[src/rtl/load_store_unit_pkg.sv]
// Shared definitions for the load/store unit: FSM states, Store/Load
// encodings and the misalignment predicate used when
// LSU_MISALIGN_TRAP_EN is defined.
package load_store_unit_pkg;

  typedef enum logic [1:0] {
    S_IDLE = 2'd0,
    S_WAIT = 2'd1,
    S_DONE = 2'd2
  } lsu_state_e;

  localparam logic [1:0] STORE_SB = 2'b00;
  localparam logic [1:0] STORE_SH = 2'b01;
  localparam logic [1:0] STORE_SW = 2'b10;

  localparam logic [2:0] LOAD_LB  = 3'b000;
  localparam logic [2:0] LOAD_LH  = 3'b001;
  localparam logic [2:0] LOAD_LW  = 3'b010;
  localparam logic [2:0] LOAD_LBU = 3'b100;
  localparam logic [2:0] LOAD_LHU = 3'b101;

  // Undefined Store/Load codes behave as word accesses, so they need word alignment.
  function automatic logic lsu_misaligned(input logic       is_store,
                                          input logic [1:0] store_op,
                                          input logic [2:0] load_op,
                                          input logic [1:0] addr_lo);
    logic mis;
    mis = 1'b0;
    if (is_store) begin
      case (store_op)
        STORE_SB: mis = 1'b0;
        STORE_SH: mis = addr_lo[0];
        STORE_SW: mis = |addr_lo;
        default:  mis = |addr_lo;
      endcase
    end else begin
      case (load_op)
        LOAD_LB, LOAD_LBU: mis = 1'b0;
        LOAD_LH, LOAD_LHU: mis = addr_lo[0];
        default:           mis = |addr_lo;
      endcase
    end
    return mis;
  endfunction

endpackage

[src/rtl/load_store_unit_lane_align.sv]
// Byte-lane steering: store strobes / replicated write data, and
// load byte/half extraction with sign or zero extension.
module load_store_unit_lane_align
  import load_store_unit_pkg::*;
(
  input  logic [1:0]  store_op,
  input  logic [1:0]  st_addr_lo,
  input  logic [31:0] wd,
  input  logic [2:0]  load_op,
  input  logic [1:0]  ld_addr_lo,
  input  logic [31:0] rdata,
  output logic [3:0]  wstrb,
  output logic [31:0] wdata,
  output logic [31:0] load_data
);

  logic [31:0] byte_sh;
  logic [31:0] half_sh;

  // Store side: strobe shifted to the addressed lane, data replicated to every lane.
  always_comb begin
    wstrb = 4'b1111;
    wdata = wd;
    case (store_op)
      STORE_SB: begin
        wstrb = 4'b0001 << st_addr_lo;
        wdata = {4{wd[7:0]}};
      end
      STORE_SH: begin
        wstrb = 4'b0011 << {st_addr_lo[1], 1'b0};
        wdata = {2{wd[15:0]}};
      end
      default: begin
        wstrb = 4'b1111;
        wdata = wd;
      end
    endcase
  end

  // Load side: shift the addressed byte/half down to bit 0, then extend.
  always_comb begin
    byte_sh   = rdata >> {ld_addr_lo, 3'b000};
    half_sh   = rdata >> {ld_addr_lo[1], 4'b0000};
    load_data = rdata;
    case (load_op)
      LOAD_LB:  load_data = {{24{byte_sh[7]}}, byte_sh[7:0]};
      LOAD_LH:  load_data = {{16{half_sh[15]}}, half_sh[15:0]};
      LOAD_LBU: load_data = {24'd0, byte_sh[7:0]};
      LOAD_LHU: load_data = {16'd0, half_sh[15:0]};
      LOAD_LW:  load_data = rdata;
      default:  load_data = rdata;
    endcase
  end

endmodule

[src/rtl/load_store_unit.sv]
// Load/store unit: turns decoder MemRead/MemWrite controls into one
// req/ack data-memory transaction and stalls the core until it completes.
// Optional feature macro: LSU_MISALIGN_TRAP_EN (trap misaligned half/word
// accesses without touching the bus).
//
// Handshake: mem_req is registered and stays high, with all bus fields
// frozen, until a cycle in which mem_ack=1 is sampled; that cycle completes
// the transfer and mem_rdata is taken in the same cycle.
module load_store_unit
  import load_store_unit_pkg::*;
#(
  parameter int TIMEOUT_CYC = 255
) (
  input  logic        clk,
  input  logic        reset,
  input  logic        MemRead,
  input  logic        MemWrite,
  input  logic [1:0]  Store,
  input  logic [2:0]  Load,
  input  logic [31:0] Addr,
  input  logic [31:0] WriteData,
  output logic        Stall,
  output logic [31:0] ReadData,
  output logic        BusErr,
  output logic        LsuMisalign,
  output logic        mem_req,
  output logic        mem_we,
  output logic [31:0] mem_addr,
  output logic [31:0] mem_wdata,
  output logic [3:0]  mem_wstrb,
  input  logic        mem_ack,
  input  logic [31:0] mem_rdata,
  output logic [1:0]  dbg_state
);

  localparam int TW = (TIMEOUT_CYC > 255) ? $clog2(TIMEOUT_CYC + 1) : 8;

  lsu_state_e  state, state_next;
  logic [TW-1:0] timer;
  logic [2:0]  ld_op_q;
  logic [1:0]  ld_addr_lo_q;
  logic        is_load_q;
  logic        access;
  logic        trap;
  logic        timeout_hit;
  logic [3:0]  lane_wstrb;
  logic [31:0] lane_wdata;
  logic [31:0] lane_load;

  assign access    = MemRead | MemWrite;
  assign dbg_state = state;

`ifdef LSU_MISALIGN_TRAP_EN
  assign trap = access && lsu_misaligned(MemWrite, Store, Load, Addr[1:0]);
`else
  assign trap = 1'b0;
`endif

  assign timeout_hit = (TIMEOUT_CYC != 0) && (timer == TW'(TIMEOUT_CYC - 1));

  load_store_unit_lane_align u_lane (
    .store_op   (Store),
    .st_addr_lo (Addr[1:0]),
    .wd         (WriteData),
    .load_op    (ld_op_q),
    .ld_addr_lo (ld_addr_lo_q),
    .rdata      (mem_rdata),
    .wstrb      (lane_wstrb),
    .wdata      (lane_wdata),
    .load_data  (lane_load)
  );

  // Next-state and combinational stall.
  always_comb begin
    state_next = state;
    Stall      = 1'b0;
    case (state)
      S_IDLE: begin
        if (access) begin
          Stall      = 1'b1;
          state_next = trap ? S_DONE : S_WAIT;
        end
      end
      S_WAIT: begin
        Stall = 1'b1;
        if (mem_ack || timeout_hit) state_next = S_DONE;
      end
      S_DONE:  state_next = S_IDLE;
      default: state_next = S_IDLE;
    endcase
  end

  // State register, bus fields, timer and result/pulse registers.
  always_ff @(posedge clk) begin
    if (reset) begin
      state        <= S_IDLE;
      mem_req      <= 1'b0;
      mem_we       <= 1'b0;
      mem_wstrb    <= 4'd0;
      mem_addr     <= 32'd0;
      mem_wdata    <= 32'd0;
      ReadData     <= 32'd0;
      BusErr       <= 1'b0;
      LsuMisalign  <= 1'b0;
      timer        <= '0;
      ld_op_q      <= 3'd0;
      ld_addr_lo_q <= 2'd0;
      is_load_q    <= 1'b0;
    end else begin
      state <= state_next;
      case (state)
        S_IDLE: begin
          BusErr      <= 1'b0;
          LsuMisalign <= 1'b0;
          ReadData    <= 32'd0;
          if (access) begin
            if (trap) begin
              LsuMisalign <= 1'b1;
            end else begin
              mem_req      <= 1'b1;
              mem_we       <= MemWrite;
              mem_addr     <= {Addr[31:2], 2'b00};
              mem_wstrb    <= MemWrite ? lane_wstrb : 4'd0;
              mem_wdata    <= MemWrite ? lane_wdata : 32'd0;
              timer        <= '0;
              ld_op_q      <= Load;
              ld_addr_lo_q <= Addr[1:0];
              is_load_q    <= ~MemWrite;
            end
          end
        end
        S_WAIT: begin
          if (mem_ack) begin
            mem_req   <= 1'b0;
            mem_we    <= 1'b0;
            mem_wstrb <= 4'd0;
            ReadData  <= is_load_q ? lane_load : 32'd0;
          end else if (timeout_hit) begin
            mem_req   <= 1'b0;
            mem_we    <= 1'b0;
            mem_wstrb <= 4'd0;
            BusErr    <= 1'b1;
            ReadData  <= 32'd0;
          end else if (timer != '1) begin
            timer <= timer + 1'b1;
          end
        end
        default: begin
          BusErr      <= 1'b0;
          LsuMisalign <= 1'b0;
          ReadData    <= 32'd0;
        end
      endcase
    end
  end

endmodule

[config.mk]
export PLATFORM = sky130hd
export DESIGN_NAME = load_store_unit
export DESIGN_NICKNAME = d
export VERILOG_FILES = /design/src/rtl/load_store_unit_pkg.sv /design/src/rtl/load_store_unit_lane_align.sv /design/src/rtl/load_store_unit.sv
export SDC_FILE = /design/constraint.sdc
export NUM_CORES = 1
export LEC_CHECK = 0
export CAP_MARGIN = 10
export CORE_ASPECT_RATIO = 2
export CORE_UTILIZATION = 40
export DETAILED_ROUTE_END_ITERATION = 12
export GPL_ROUTABILITY_DRIVEN = 0
export PLACE_DENSITY = 0.77
export SYNTH_ARGS = -nofsm -noshare
export SYNTH_HDL_FRONTEND = slang
export SYNTH_SLANG_ARGS = --single-unit
[constraint.sdc]
create_clock -name clk -period 5.4 [get_ports clk]
set_input_delay 0.81 -clock clk [delete_from_list [all_inputs] [get_ports clk]]
set_output_delay 0.81 -clock clk [all_outputs]
set_load 0.03 [all_outputs]
==> results of run 1 <==
## flip-flops by register name, summed over array words and instances, names as in the netlist
name / count
ld_addr_lo_q: 2
mem_addr: 30
BusErr: 1
mem_wstrb: 4
is_load_q: 1
mem_we: 1
ReadData: 32
mem_wdata: 32
dbg_state: 2
ld_op_q: 3
mem_req: 1
timer: 8
## tightest hold or removal path, cell delays in order, from the launching register on
cell     delay, ns
dfxtp_1       0.32
nand2_1       0.04
o21ai_0       0.05
## per-layer routing
metal	routed length (um)	up-vias
met3	1321	44
li1	-	2358
met2	8432	239
met1	5304	2286
met5	0	-
met4	617	0
## path summary, 6_finish.rpt
path                   start       endpoint  slack, ns
min reg2reg    mem_wdata[11]  mem_wdata[11]       0.45
max                 MemWrite          Stall       2.23
min            mem_wdata[11]  mem_wdata[11]       0.45
max reg2reg  ld_addr_lo_q[1]   ReadData[28]       2.75
## synth_stat cells (2+ instances only)
cell type / number
a21boi_0: 3
a221o_1: 17
nand2b_1: 8
o2bb2ai_1: 4
clkbuf_2: 2
nor4b_1: 2
buf_1: 4
clkbuf_1: 20
and2_1: 3
a211oi_1: 2
o211ai_1: 9
o21ai_0: 44
inv_1: 8
ha_1: 2
nor2b_1: 21
a21oi_1: 53
nand2_1: 118
a22o_1: 16
dfxtp_1: 117
buf_4: 6
mux2_2: 9
mux2i_1: 20
buf_2: 7
nor3_1: 5
or4_1: 2
or3_1: 3
o31ai_1: 2
nor2_1: 16
o22ai_1: 7
nand3_1: 2
## power by group
part | internal [mW] | switching, mW | total [mW]
Clock | 0.803 | 0.425 | 1.23
Combinational | 0.201 | 0.236 | 0.437
Sequential | 0.910 | 0.0375 | 0.948
Total | 1.92 | 0.699 | 2.61
## cell families after synthesis
| kind of cell | Yosys count |
|---|---|
| AO/OA/AOI/OAI | 167 |
| adder cells (fa/ha/maj) | 2 |
| buffers and inverters | 48 |
| flip-flops | 117 |
| multiplexers | 30 |
| other | 1 |
| AND/OR/NAND/NOR | 191 |
## final cells by class
cell class | count | area, um^2 | share of cell area
inverters | 8 | 30.03 | 0.003899
multi-input cells | 393 | 2356 | 0.3059
clock buffers | 19 | 452.9 | 0.05881
well taps | 145 | 181.4 | 0.02356
flip-flops and latches | 117 | 2342 | 0.3041
clock inverters | 13 | 193.9 | 0.02518
repair buffers | 214 | 2145 | 0.2785
==> results by group, run 1 <==
Outcome
  • Run status: complete, no violations

Final layout
  • Final Instance Count excl. Fillers: 909
  • Post-layout util: 0.6504
  • Ratio of cells with drive above 1 in the final layout: 0.07199
  • Fin area: 7701 um^2
  • Leading cell types in the layout, fill and taps excluded: clkdlybuf4s50_1, nand2_1, dfxtp_1
  • Area delta synth->final: 57.10%
  • Final Net Count: 859
  • Fillcell total: 975
  • Ant. Diodes: 0
  • Commonest non-fill, non-tap cell in the layout: clkdlybuf4s50_1

Routing
  • Wire per inst: 17.24 um
  • Antenna viol nets, final: 0
  • Via-per-instance ratio: 5.420
  • Post-Route WL: 15.68 mm
  • Pre-Repair DR Iteration Count: 4
  • Routed via count: 4927
  • DRT iter0 DRCs: 205
  • # DRC: 0

Synth
  • Synthesis-stage register bit count: 117
  • Post-synth ARST share: 0
  • Simple-Gate Fraction of Synth Area: 0.1807
  • Count of cell types in the netlist: 54
  • Synth Area in XOR/XNOR: 0
  • Top-area cell type share of the netlist area: 0.4778
  • Number of enable flip-flop cells after synthesis: 0
  • Syn_area_per_cell: 8.817 um^2
  • Post-Synth Adder-Cell Area: 0.005105
  • Ys flop type: dfxtp_1
  • Syn Inst Count: 556
  • Top post-synthesis cells by area: dfxtp_1, nand2_1, a21oi_1
  • Number of warnings issued by yosys: 0
  • Multiplexer share of the synthesized area: 0.06611
  • Mapped Area: 4902 um^2
  • Compound-Gate Fraction of Synth Area: 0.2243
  • Synth area leader: dfxtp_1
  • Main combinational cell family by area after synthesis: compound AO/OA/AOI/OAI gates
  • Register area share after synthesis: 0.4778

Placed design
  • Post-DP HPWL: 11.50 mm
  • Placed instance area: 7027 um^2
  • Port Buffer Count: 209
  • Post-placement cell count: 876
  • Pre-CTS WS: 2.247 ns

Global routing
  • Gr ovfl total: 0
  • Initial antenna violation count: 0
  • Global-route wire length before repair: 23.87 mm
  • All-Layer GR Usage: 0.2482
  • Met2 usage: 0.4575
  • Vias in the first global route: 4939
  • Met1 GRT Util: 0.2323
  • Largest net degree at the start of global routing: 46
  • Met3 GRT Util: 0.07908
  • Most used routing layer: met2

Critical path
  • CP Buf/Inv Count: 2
  • Slowest stage cell, crit path: clkdlybuf4s50_1
  • Top cell family by delay on the critical path: buffers and inverters
  • Worst EP required: 4.59 ns
  • CP peak stage delay: 0.62 ns
  • Critical path class: in2out
  • Max FO, Critical Path: 5
  • Critical Path AT: 2.36 ns
  • Crit end category: output port
  • R2R depth: 4
  • Worst path depth: 4
  • Startpoint type of the worst setup path: primary input
  • Cell mode on critical path: clkdlybuf4s50_1
  • Critical-path cell list: clkdlybuf4s50_1 -> nor3_1 -> nor2_1 -> clkdlybuf4s50_1

Pwr
  • Tot Pwr: 2.614 mW
  • PwrDens: 339.4 nW/um^2
  • Peak supply drop: 0.2466 mV
  • Leak pwr: 2.851 nW

Timing
  • Final worst-path cycle share: 0.5871
  • Final hold vios: 0
  • Setup slack after layout: 2.230 ns
  • Slew margin rel.: 0.3071
  • Fmax: 315.4 MHz
  • Worst Skew: 0.008225 ns
  • RSZ-0062 raised after global routing: no
  • Worst Max-Slew Pin Slew: 1.039 ns
  • Post-layout minimum cycle time: 3.170 ns
  • Final Max Slew Viols: 0
  • Hold WS: 0.4508 ns
  • Setup tns final: 0 ns
  • Final Setup Violations: 0

Floorplanning
  • I/O Pins: 213
  • Starting Density: 0.4140
  • Die Ht: 158.6 um
  • Row count: 56
  • Die area: 12730 um^2
  • Core Box Area: 11840 um^2
  • Die extent in x: 80.28 um

CTS
  • Clock Latency Late Sink: 0.42 ns
  • TritonCTS clock tree: built
  • Clock Sinks: 117
  • Clock transition at path regs: 0.06 ns
  • Cts hold-fix bufs: 0
  • Root buf cell: clkbuf_16
  • Resized cells post-CTS: 0
  • Total CTS buffers: 17
  • Max clock buf depth: 2
  • H-tree lvl count: 4
  • Post-CTS Setup Bufs: 0

Hold path
  • Hold depth: 2
  • Worst hold path type: reg2reg

Flow run
  • Max Cap Violations: 0
No activity file was read; power rests on OpenSTA's default activity.
==> run 2: changes to the inputs <==
--- a/config.mk
+++ b/config.mk
@@ -7,10 +7,10 @@
 export LEC_CHECK = 0
 export CAP_MARGIN = 10
 export CORE_ASPECT_RATIO = 2
-export CORE_UTILIZATION = 40
+export CORE_UTILIZATION = 38
 export DETAILED_ROUTE_END_ITERATION = 12
 export GPL_ROUTABILITY_DRIVEN = 0
-export PLACE_DENSITY = 0.77
+export PLACE_DENSITY = 0.76
 export SYNTH_ARGS = -nofsm -noshare
 export SYNTH_HDL_FRONTEND = slang
 export SYNTH_SLANG_ARGS = --single-unit
==> constraint.sdc (replaced) <==
create_clock -name clk -period 2.7 [get_ports clk]
set_input_delay 0.405 -clock clk [delete_from_list [all_inputs] [get_ports clk]]
set_output_delay 0.405 -clock clk [all_outputs]
set_load 0.03 [all_outputs]
==> results by group, run 2 (synthesis results as in run 1) <==
Final layout
  • Ant. Diodes: 0
  • Sequential cell area: 2342 um^2
  • Final Instance Count excl. Fillers: 919
  • Ratio of cells with drive above 1 in the final layout: 0.07542
  • Area delta synth->final: 57.40%
  • Final Net Count: 865
  • Leading cell types in the layout, fill and taps excluded: clkdlybuf4s50_1, nand2_1, dfxtp_1
  • Post-layout util: 0.6146
  • Fillcell total: 1079
  • Commonest non-fill, non-tap cell in the layout: clkdlybuf4s50_1
  • Largest registers: ReadData: 32 flops, mem_wdata: 32 flops, mem_addr: 30 flops
  • Area of the multi-input gates: 2356 um^2

CTS
  • Cts hold-fix bufs: 0
  • Clock transition at path regs: 0.05 ns
  • Max clock buf depth: 2
  • Clock Latency Late Sink: 0.40 ns
  • Root buf cell: clkbuf_16
  • H-tree lvl count: 4
  • Resized cells post-CTS: 0
  • Clock Sinks: 117
  • TritonCTS clock tree: built
  • Total CTS buffers: 17
  • Post-CTS Setup Bufs: 0

Critical path
  • R2r startpoint: dbg_state[0]
  • Startpoint type of the worst setup path: primary input
  • Max FO, Critical Path: 5
  • Critical path class: in2out
  • Critical path endpoint: Stall
  • Crit end category: output port
  • Worst EP required: 2.30 ns
  • Reg-to-reg slack, setup: 0.42 ns
  • RR Endpoint: ReadData[27]
  • Critical Path Source: MemWrite
  • Critical Path AT: 2.00 ns
  • R2R depth: 4

Timing
  • Worst Skew: 0.01066 ns
  • Worst Max-Slew Pin Slew: 1.044 ns
  • Fmax: 416.5 MHz
  • Final worst-path cycle share: 0.8892
  • Final Max Slew Viols: 0
  • Post-layout minimum cycle time: 2.401 ns
  • Final Setup Violations: 0
  • Slew margin rel.: 0.3038
  • RSZ-0062 raised after global routing: no
  • Final hold vios: 0
  • Hold WS: 0.3825 ns
  • Setup tns final: 0 ns

Global routing
  • All-Layer GR Usage: 0.2599
  • Initial antenna violation count: 0
  • Largest net degree at the start of global routing: 45
  • Global-route wire length before repair: 26.05 mm
  • Gr ovfl total: 0
  • Vias in the first global route: 5217

Routing
  • Post-Route WL: 16.53 mm
  • Routed via count: 4966
  • # DRC: 0
  • Wire per inst: 17.99 um
  • Via-per-instance ratio: 5.404
  • DRT iter0 DRCs: 203
  • Antenna viol nets, final: 0
  • Pre-Repair DR Iteration Count: 4

Pwr
  • PwrDens: 659.2 nW/um^2
  • Peak supply drop: 0.5106 mV
  • Leak pwr: 2.858 nW

Floorplanning
  • Die area: 13390 um^2
  • Die extent in x: 82.32 um
  • Starting Density: 0.3905
  • Row count: 58
  • I/O Pins: 213
  • Die Ht: 162.6 um
  • Core Box Area: 12550 um^2

Placed design
  • Port Buffer Count: 209
  • Post-DP HPWL: 12.02 mm
  • Post-placement cell count: 887

Flow run
  • Max Cap Violations: 0

Hold path
  • Worst hold path type: in2reg

Outcome
  • Run status: complete, no violations
run 2: changes by cell type in the layout (fill, tap and decap cells not counted):
cell,change
clkbuf_1,+2
clkbuf_8,+2
clkinv_4,-3
clkinvlp_4,+2
clkinv_2,+1
buf_4,+6
inv_6,-4
bufinv_16,-1
run 2: how the worst min path moves through the flow:
stage | from | endpoint | slack (ns) | cells after the start
global placement | ReadData[0] | ReadData[0] | 0.44 | 2
detailed placement | mem_wdata[31] | mem_wdata[31] | 0.44 | 2
CTS | reset | BusErr | 0.38 | 3
floorplan | timer[4] | timer[4] | 0.46 | 2
finish | reset | BusErr | 0.38 | 3
global route | reset | BusErr | 0.40 | 3
run 2: layer usage:
metal,global-route usage,share of wire
met5,0,0
met4,0.1364,0.032
met2,0.4688,0.54
met3,0.08739,0.080
met1,0.2490,0.35
run 2: worst max-delay path, stage by stage:
cell,delay (ns)
clkdlybuf4s50_1,0.47
nor3_1,0.37
nor2_1,0.10
clkdlybuf4s50_1,0.64
run 2: stage by stage:
step	cell area [um^2]	power, mW	worst slack (ns)
detailed placement	7078	2.802	0.1164
global route	7716	5.271	0.1293
floorplan	4910	2.370	0.7387
global placement	7078	2.782	0.1818
CTS	7689	5.110	0.3287
finish	7716	5.087	0.2991
run 2: area by class of cell:
type                    instances  area share
multi-input cells             393      0.3053
well taps                     150     0.02432
flip-flops and latches        117      0.3036
repair buffers                220      0.2838
clock inverters                 8     0.01589
clock buffers                  23     0.06324
inverters                       8    0.003892
run 2: report_power, final:
group | leakage, nW | switching [mW] | internal [mW] | total, mW
logic | 1.61 | 0.490 | 0.409 | 0.899
registers | 0.956 | 0.0658 | 1.82 | 1.89
clock network | 0.291 | 0.759 | 1.54 | 2.30
==> run 3: changes to the inputs <==
--- a/config.mk
+++ b/config.mk
@@ -8,6 +8,7 @@
 export CAP_MARGIN = 10
 export CORE_ASPECT_RATIO = 2
 export CORE_UTILIZATION = 38
+export CTS_CLUSTER_SIZE = 8
 export DETAILED_ROUTE_END_ITERATION = 12
 export GPL_ROUTABILITY_DRIVEN = 0
 export PLACE_DENSITY = 0.76
==> results of run 3 <==
The final DEF is identical to that of run 2; final timing and power are the same.
